File: src/rtl/display_pkg.sv
// Shared state codes for the DVI link sequencer; debug tooling decodes o_state with these.
package display_pkg;

    localparam int unsigned STATE_W = 3;

    typedef enum logic [STATE_W-1:0] {
        ST_WAIT_LOCK   = 3'd0,
        ST_WAIT_HPD    = 3'd1,
        ST_RST_HOLD    = 3'd2,
        ST_SYNC_FRAMES = 3'd3,
        ST_ACTIVE      = 3'd4
    } state_t;

endpackage

File: src/rtl/sync_debounce.sv
// Two-flop synchroniser followed by a debouncer that only changes after
// DEBOUNCE_CYCLES consecutive cycles of disagreement.
module sync_debounce #(
    parameter int unsigned DEBOUNCE_CYCLES = 1000000,
    parameter int unsigned CNT_W           = 20
) (
    input  logic i_clk,
    input  logic i_rst,
    input  logic i_async,
    output logic o_sync,
    output logic o_stable
);

    logic             meta;
    logic [CNT_W-1:0] cnt;

    always_ff @(posedge i_clk or posedge i_rst) begin
        if (i_rst) begin
            meta     <= 1'b0;
            o_sync   <= 1'b0;
            o_stable <= 1'b0;
            cnt      <= '0;
        end else begin
            meta   <= i_async;
            o_sync <= meta;
            // Any agreeing cycle restarts the qualification window
            if (o_sync != o_stable) begin
                if (cnt == CNT_W'(DEBOUNCE_CYCLES - 1)) begin
                    o_stable <= o_sync;
                    cnt      <= '0;
                end else begin
                    cnt <= cnt + 1'b1;
                end
            end else begin
                cnt <= '0;
            end
        end
    end

endmodule

File: src/rtl/display_link_sequencer.sv
// DVI bring-up/recovery sequencer: lock -> HPD -> timing reset hold -> blanked frames -> active.
module display_link_sequencer
    import display_pkg::*;
#(
    parameter int unsigned DEBOUNCE_CYCLES = 1000000,
    parameter int unsigned RST_HOLD_CYCLES = 16,
    parameter int unsigned BLANK_FRAMES    = 2,
    parameter int unsigned CNT_W           = 20
) (
    input  logic               i_clk,
    input  logic               i_rst,
    input  logic               i_clk_lock,
    input  logic               i_hpd,
    input  logic               i_frame,
    output logic               o_timing_rst,
    output logic               o_blank,
    output logic               o_link_up,
    output logic [STATE_W-1:0] o_state
);

    logic             lock_s;
    logic             lock_db_unused;
    logic             hpd_s;
    logic             hpd_db;
    state_t           state_q;
    state_t           state_n;
    logic [CNT_W-1:0] cnt_q;
    logic [CNT_W-1:0] cnt_n;
    logic [CNT_W-1:0] cnt_inc;

    sync_debounce #(
        .DEBOUNCE_CYCLES(1),
        .CNT_W          (1)
    ) u_lock_sync (
        .i_clk   (i_clk),
        .i_rst   (i_rst),
        .i_async (i_clk_lock),
        .o_sync  (lock_s),
        .o_stable(lock_db_unused)
    );

    sync_debounce #(
        .DEBOUNCE_CYCLES(DEBOUNCE_CYCLES),
        .CNT_W          (CNT_W)
    ) u_hpd_sync (
        .i_clk   (i_clk),
        .i_rst   (i_rst),
        .i_async (i_hpd),
        .o_sync  (hpd_s),
        .o_stable(hpd_db)
    );

    assign cnt_inc = cnt_q + 1'b1;

    always_comb begin
        state_n = state_q;
        cnt_n   = cnt_q;
        case (state_q)
            ST_WAIT_LOCK: begin
                if (lock_s) state_n = ST_WAIT_HPD;
            end
            ST_WAIT_HPD: begin
                if (hpd_db) begin
                    state_n = ST_RST_HOLD;
                    cnt_n   = '0;
                end
            end
            ST_RST_HOLD: begin
                if (cnt_q == CNT_W'(RST_HOLD_CYCLES - 1)) begin
                    state_n = ST_SYNC_FRAMES;
                    cnt_n   = '0;
                end else begin
                    cnt_n = cnt_inc;
                end
            end
            ST_SYNC_FRAMES: begin
                if (i_frame) begin
                    cnt_n = cnt_inc;
                    if (cnt_inc == CNT_W'(BLANK_FRAMES)) state_n = ST_ACTIVE;
                end
            end
            ST_ACTIVE: ;
            default: begin
                state_n = ST_WAIT_LOCK;
                cnt_n   = '0;
            end
        endcase

        // Teardown overrides the forward path; lock loss outranks unplug
        if (state_q != ST_WAIT_LOCK && !lock_s) begin
            state_n = ST_WAIT_LOCK;
            cnt_n   = '0;
        end else if (!hpd_db && (state_q == ST_RST_HOLD || state_q == ST_SYNC_FRAMES ||
                                 state_q == ST_ACTIVE)) begin
            state_n = ST_WAIT_HPD;
            cnt_n   = '0;
        end
    end

    always_ff @(posedge i_clk or posedge i_rst) begin
        if (i_rst) begin
            state_q      <= ST_WAIT_LOCK;
            cnt_q        <= '0;
            o_timing_rst <= 1'b1;
            o_blank      <= 1'b1;
            o_link_up    <= 1'b0;
        end else begin
            state_q      <= state_n;
            cnt_q        <= cnt_n;
            o_timing_rst <= (state_n == ST_WAIT_LOCK) || (state_n == ST_WAIT_HPD) ||
                            (state_n == ST_RST_HOLD);
            o_blank      <= (state_n != ST_ACTIVE);
            o_link_up    <= (state_n == ST_ACTIVE);
        end
    end

    assign o_state = state_q;

endmodule

File: config.mk
export PLATFORM = sky130hd
export DESIGN_NAME = display_link_sequencer
export DESIGN_NICKNAME = d
export VERILOG_FILES = /design/src/rtl/display_pkg.sv /design/src/rtl/sync_debounce.sv /design/src/rtl/display_link_sequencer.sv
export SDC_FILE = /design/constraint.sdc
export NUM_CORES = 1
export LEC_CHECK = 0
export ABC_AREA = 1
export BUFFER_PORTS_ARGS = -buffer_cell sky130_fd_sc_hd__buf_2
export CAP_MARGIN = 20
export CORE_MARGIN = 3
export CORE_UTILIZATION = 61
export DETAILED_ROUTE_END_ITERATION = 7
export GPL_ROUTABILITY_DRIVEN = 0
export GPL_TIMING_DRIVEN = 1
export PLACE_DENSITY = 0.76
export SLEW_MARGIN = 40
export SYNTH_ARGS = -nofsm -noshare
export SYNTH_HDL_FRONTEND = slang
export SYNTH_SLANG_ARGS = --single-unit
File: constraint.sdc
create_clock -name i_clk -period 2.13 [get_ports i_clk]
set_clock_uncertainty 0.1 [all_clocks]
set_input_delay 0 -clock i_clk [delete_from_list [all_inputs] [get_ports i_clk]]
set_output_delay 0 -clock i_clk [all_outputs]
set_load 0.01 [all_outputs]
Yosys cells after proc, flatten, opt, wreduce, memory -nomap -nowiden
Index checks and enable logic that the tools add are counted.
{ "word_totals": {"n_memories": 0, "romBits": 0, "reg_bits": 51, "ramBits": 0, "output_inout_bits": 6, "latchBits": 0, "inputBits": 5} }
{ "op_classes": {"order_cmp": 0, "mux": 16, "n_eq_ne": 15, "n_addsub": 2, "bitwise_logic": 0, "div": 0, "n_shift": 0, "n_mul": 0, "n_reduce_logical": 14} }
{ "op_table": {"columns": ["op", "n"], "rows": [
  ["2-to-1 mux 20 bit", 7],
  ["case mux 20 bit (4 select lines)", 1],
  ["adder 20 x 1 -> 20 bit, second input constant", 2],
  ["2-to-1 mux 3 bit", 7],
  ["equality test 20 x 2 -> 1 bit, second input constant", 1],
  ["equality test 20 bit, second input constant", 1],
  ["equality test 20 x 4 -> 1 bit, second input constant", 1],
  ["case mux 3 bit (5 select lines)", 1],
  ["equality test 3 x 2 -> 1 bit, second input constant", 3],
  ["inequality test 4 x 3 -> 1 bit, second input constant", 2],
  ["equality test 3 x 1 -> 1 bit, second input constant", 2],
  ["equality test 3 bit, second input constant", 2],
  ["logical NOT 3 bit", 2],
  ["logical OR 1 bit", 4],
  ["inequality test 3 x 1 -> 1 bit, second input constant", 1],
  ["inequality test 3 bit, second input constant", 1],
  ["AND reduction 3 bit", 1],
  ["nonzero test 3 bit", 1],
  ["logical AND 1 bit", 2],
  ["logical NOT 1 bit", 2],
  ["AND reduction 2 bit", 1],
  ["OR reduction 2 bit", 1],
  ["inequality test 1 bit", 1]
]} }

Longest topological paths before layout
{ "depth": {"word_depth": 10, "ltp_mapped": 16, "mapped_depth_nobuf": 16} }

Modules after synthesis
Synthesis repeated with hierarchy kept, for this count alone.
{ "hier_totals": {"cells_unflattened": 421, "area_unflattened_um2": 3128.0} }
{ "by_module_without_submodules": {"columns": ["module", "area_each_um2", "seq_area_each_um2", "cells_per_inst", "instances"], "rows": [
  ["display_link_sequencer", 1754.2, 653.1, 254, 1],
  ["sync_debounce at u_hpd_sync", 1291.2, 575.6, 162, 1],
  ["sync_debounce at u_lock_sync", 82.6, 75.1, 5, 1]
]} }

Worst setup path after synthesis
OpenSTA, ideal clock, no wires.
{ "synth_path": {"kind": "reg2reg", "start": "register cnt_q[0]", "end": "register o_timing_rst", "t_arrival_ns": 1.760, "setup_slack_ns": 0.206, "n_path_buf": 0, "t_required_ns": 1.966, "period_less_slack_ns": 1.924, "setup_time_ns": 0.064, "stages_incl_launch_ff": 14, "cell_sequence": "dfrtp_1 ha_1 nand3_2 nor2_2 nand3_1 xor2_1 nand2_1 nor2_1 nand2_1 nand2_1 nand3_1 nand2_1 nor2_1 nor2_2"} }
{ "synth_between": {"elab_chain_len": 10} }
{ "synth_rtl": {"columns": ["element", "line_no", "rtl"], "rows": [
  ["start: declaration", "display_link_sequencer.sv:27", "logic [CNT_W-1:0] cnt_q;"],
  ["start signal: assignment", "display_link_sequencer.sv:109", "cnt_q <= cnt_n;"],
  ["adder 20 x 1 -> 20 bit", "display_link_sequencer.sv:53", "assign cnt_inc = cnt_q + 1'b1;"],
  ["equality test 20 x 2 -> 1 bit", "display_link_sequencer.sv:79", "if (cnt_inc == CNT_W'(BLANK_FRAMES)) state_n = ST_ACTIVE;"],
  ["2-to-1 mux 3 bit", "display_link_sequencer.sv:79", null],
  ["2-to-1 mux 3 bit", "display_link_sequencer.sv:77", "if (i_frame) begin"],
  ["case mux 3 bit (5 select lines) (*)", "display_link_sequencer.sv:58", "case (state_q)"],
  ["2-to-1 mux 3 bit (*)", "display_link_sequencer.sv:93", "end else if (!hpd_db && (state_q == ST_RST_HOLD || state_q == ST_SYNC_FRAMES ||"],
  ["2-to-1 mux 3 bit (*)", "display_link_sequencer.sv:90", "if (state_q != ST_WAIT_LOCK && !lock_s) begin"],
  ["equality test 3 x 1 -> 1 bit or logical NOT 3 bit (tied branches)", "display_link_sequencer.sv:110", "o_timing_rst <= (state_n == ST_WAIT_LOCK) || (state_n == ST_WAIT_HPD) ||"],
  ["logical OR 1 bit", "display_link_sequencer.sv:110", null],
  ["logical OR 1 bit (*)", "display_link_sequencer.sv:110", null],
  ["end signal: assignment", "display_link_sequencer.sv:110", null],
  ["end: declaration", "display_link_sequencer.sv:15", "output logic o_timing_rst,"]
]} }
Mark *: on every way between the ends. The rest lies on a longest branch, timed or not.
A chain may end at the register's enable or synchronous reset.

Worst setup path in the final report
{ "layout_path": {"start": "register cnt_q[1]", "end": "register o_timing_rst"} }
The elaborated chain is that of the path after synthesis.

==> impl_metrics.yaml <==
timing:
  layout_worst_path_cycle_share_pct: 96.5
  setup_viol: 0
  timing.final.crit_period_ns: 2.05
  final.setup.tns_ns: 0
  rsz0062_at_grt: "yes"
  timing.final.hold_violations: 0
  worst_pin_slew_ns: 0.534
  max_clock_freq_ghz: 0.487
  maxSlewViolCount: 0
  slew-limit-headroom_pct: 64.3
pwr:
  comb_power_share_pct: 13.6
  seq_power_share_pct: 51.2
  cellInternalPower_uw: 1410
  worst_ir_drop_on_vdd_mv: 0.401
  pwr-share-clk_pct: 35.3
  net-switching-power_uw: 549
  power.share.switching_pct: 28.0
  design_power_total_uw: 1960
  cellPowerDensity_nw_per_um2: 574
  p_leak_uw: 0.00150
critical_path:
  cp_cell_sequence: "ha_4, nand3_4, nor2_4, xor2_2, nand2_1, nor2_2, nand2_1, nor2_2, nand2_1, nand2_1, nand3_1, nand2_1, nor2_2, nor2_2"
  end_kind: "flip-flop"
  largest_incremental_delay_on_the_critical_path_ns: 0.43
  slowest_stage: "dfrtp_2"
  required_ns: 2.28
  worst-path-max-fanout: 5
  crit_type: "reg2reg"
  cpMostUsedCell: "nand2_1"
  startpoint_type: "flip-flop"
  critical_path_arrival_ns: 2.20
route:
  wl_met1_mm: 3.09
  top_layer_used: "met4"
  met2_length_mm: 2.93
  post_drt_wl_per_cell_um: 14.0
  met3_wirelength_um: 344
  drcViolationCount: 0
  detail_route.wirelength_mm: 6.44
  detailroute.via_count: 2573
  drt_iter0_markers: 155
  avgViaCountPerCell: 5.58
  drt-pass1-iter-count: 5
  final_antenna_net_count: 0
yosys:
  post_syn_nets: 385
  synth.distinct_cells: 35
  synth.avg_cell_area_um2: 7.66
  synth_top_family_by_area: "simple AND/OR/NAND/NOR gates"
  yosys_register_bits: 51
  yosys_warn_count: 0
  yosys_most_used_dff: "dfrtp_1"
  synthMuxAreaShare_pct: 0.390
  synth_compound_gate_area_share_pct: 9.45
  synth-adder-area-share_pct: 1.30
  synth_simple_gate_area_share_pct: 30.2
  synthesis.area_um2: 2890
  number_of_enable_flip_flop_cells_after_synthesis: 0
  synth_xor_area_share_pct: 4.42
  postSynth.asyncResetShare_pct: 100
  ys_seq_area_share_pct: 44.3
  synth_cells: 377
run:
  max_cap_violations: 0
clock_network:
  tritoncts.num_buffers: 5
  clock_tree.htree_level_count: 2
  ctsLongestPathBuffers: 2
  cts.root.buffer_cell: "clkbuf_8"
  cts.clk_slew.worst_paths_ns: 0.10
  cts.sink_count: 51
  insertion_delay_ns: 0.30
  tritoncts: "yes"
global_routing:
  gr-total-overflow: 0
  via_count_of_the_first_global_routing_pass: 2239
  grt_first_pass_wirelength_mm: 10.2
  grt_usage_pct: 23.5
  grt_start_max_net_pins: 27
  grt_antenna_before_repair: 0
placed_design:
  port_buffers: 10
  place.detailed.hpwl_mm: 4.61
finish:
  mostFrequentLayoutCells: "68 x inv_1, 66 x nand2_1, 47 x dfrtp_1"
  mostFrequentLayoutCell: "inv_1"
  drive_gt1_share_pct: 20.8
  area_delta_synth_final_pct: 18.2
  antenna-diode-count: 0
  finalCoreUtilization_pct: 76.3
  finish.net_count: 416
die:
  core_region_area_um2: 4470
  dieWidth_um: 74.8
  start_util_pct: 64.5
  dieHeight_um: 74.8
  io_pins: 11
  die-area_um2: 5600
  placementRows: 24
run_status:
  run_status: "finished clean"
hold_path:
  worst_hold_path_type: "in2reg"
worst max-delay path, delay by kind of cell, from the launching register on:
| family | cells | cell delay [ns] |
|---|---|---|
| XOR/XNOR | 1 | 0.16 |
| adder cells (fa/ha/maj) | 1 | 0.17 |
| flip-flops | 1 | 0.43 |
| AND/OR/NAND/NOR | 12 | 1.14 |
power by group through the flow:
stage          Combinational, uW  Clock, uW  Sequential (uW)
2_1_floorplan                180          0             1020
3_3_place_gp                 248          0             1020
3_5_place_dp                 248          0             1020
4_1_cts                      255        700             1000
5_1_grt                      296        743             1000
6_report                     265        691             1000
what timing repair did:
action                                 4_1_cts  5_1_grt
endpoints found under the hold margin       26        0
gates resized for setup                      2       37
setup endpoints to repair                    2       13
setup buffers                                0        5
pin swaps                                    0       12
hold buffers                                 3        0
layer usage:
metal | track usage [%] | vias to the layer above
met5 | 0 | -
met4 | 5.34 | 0
met3 | 5.34 | 9
met2 | 32.6 | 84
met1 | 37.3 | 1213
li1 | - | 1267
synthesized netlist by cell type (2+ instances only):
| master | count | share of area (%) |
|---|---|---|
| nand2_2 | 2 | 0.43 |
| nand2_1 | 70 | 9.1 |
| inv_2 | 2 | 0.26 |
| inv_1 | 69 | 9.0 |
| xor2_1 | 8 | 2.4 |
| dfstp_2 | 2 | 1.8 |
| ha_1 | 3 | 1.3 |
| nor3b_1 | 2 | 0.52 |
| nand4_1 | 9 | 1.9 |
| clkbuf_1 | 2 | 0.26 |
| buf_2 | 2 | 0.35 |
| a211oi_1 | 3 | 0.78 |
| nor4_1 | 4 | 0.87 |
| nor2_1 | 46 | 6.0 |
| nor3_2 | 2 | 0.69 |
| nand3_2 | 2 | 0.69 |
| nand3_1 | 25 | 4.3 |
| o22ai_1 | 17 | 3.7 |
| nor3_1 | 11 | 1.9 |
| o21ai_1 | 2 | 0.35 |
| o21a_1 | 3 | 0.78 |
| o21ai_0 | 7 | 1.2 |
| a21oi_1 | 12 | 2.1 |
| nor2_2 | 10 | 2.2 |
| xor2_2 | 3 | 1.7 |
| dfrtp_1 | 49 | 42 |
| nand3b_1 | 2 | 0.52 |
per-stage QoR:
step / hold slack [ns] / worst slack [ns] / std cells / instance area [um^2]
3_3_place_gp: -0.0287 / 0.0961 / 445 / 3070
6_report: 0.123 / 0.0750 / 461 / 3410
3_5_place_dp: -0.0238 / -0.0192 / 445 / 3070
2_1_floorplan: -0.0686 / 0.206 / 377 / 2890
4_1_cts: 0.118 / 0.0313 / 456 / 3230
5_1_grt: 0.160 / -0.0566 / 461 / 3410
flip-flops by register name, summed over array words and instances (netlist names):
signal	flops
cnt_q	20
u_hpd_sync.cnt	20
o_state	3
o_blank	1
o_link_up	1
o_timing_rst	1
u_hpd_sync.meta	1
u_hpd_sync.o_stable	1
u_hpd_sync.o_sync	1
u_lock_sync.meta	1
u_lock_sync.o_sync	1
layout make-up:
| type | count | area [um^2] |
|---|---|---|
| fill | 311 | 1060 |
| clock buffer | 5 | 68.8 |
| tap | 52 | 65.1 |
| sequential | 51 | 1280 |
| inverter | 72 | 270 |
| timing repair buffer | 28 | 213 |
| multi-input combinational | 250 | 1470 |
| clock inverter | 3 | 47.5 |
path summary, 6_finish.rpt:
check,from,end,slack [ns],cells after the start
worst max-delay path,cnt_q[1],o_timing_rst,0.08,14
worst min-delay path,i_frame,cnt_q[2],0.12,6
worst max register to register,cnt_q[1],o_timing_rst,0.08,14
max in group asynchronous,i_rst,u_hpd_sync.cnt[7],1.17,4
min in group asynchronous,i_rst,u_lock_sync.o_sync,0.17,3
worst min register to register,u_lock_sync.meta,u_lock_sync.o_sync,0.26,0
kinds of logic (layout without fill, tap and decap cells):
kind of cell             Yosys count  in the layout
AO/OA/AOI/OAI                     46             46
XOR/XNOR                          12             12
adder cells (fa/ha/maj)            3              3
buffers and inverters             76            108
flip-flops                        51             51
multiplexers                       1              1
AND/OR/NAND/NOR                  188            188
Note: power is estimated with default switching activity, not from simulation.
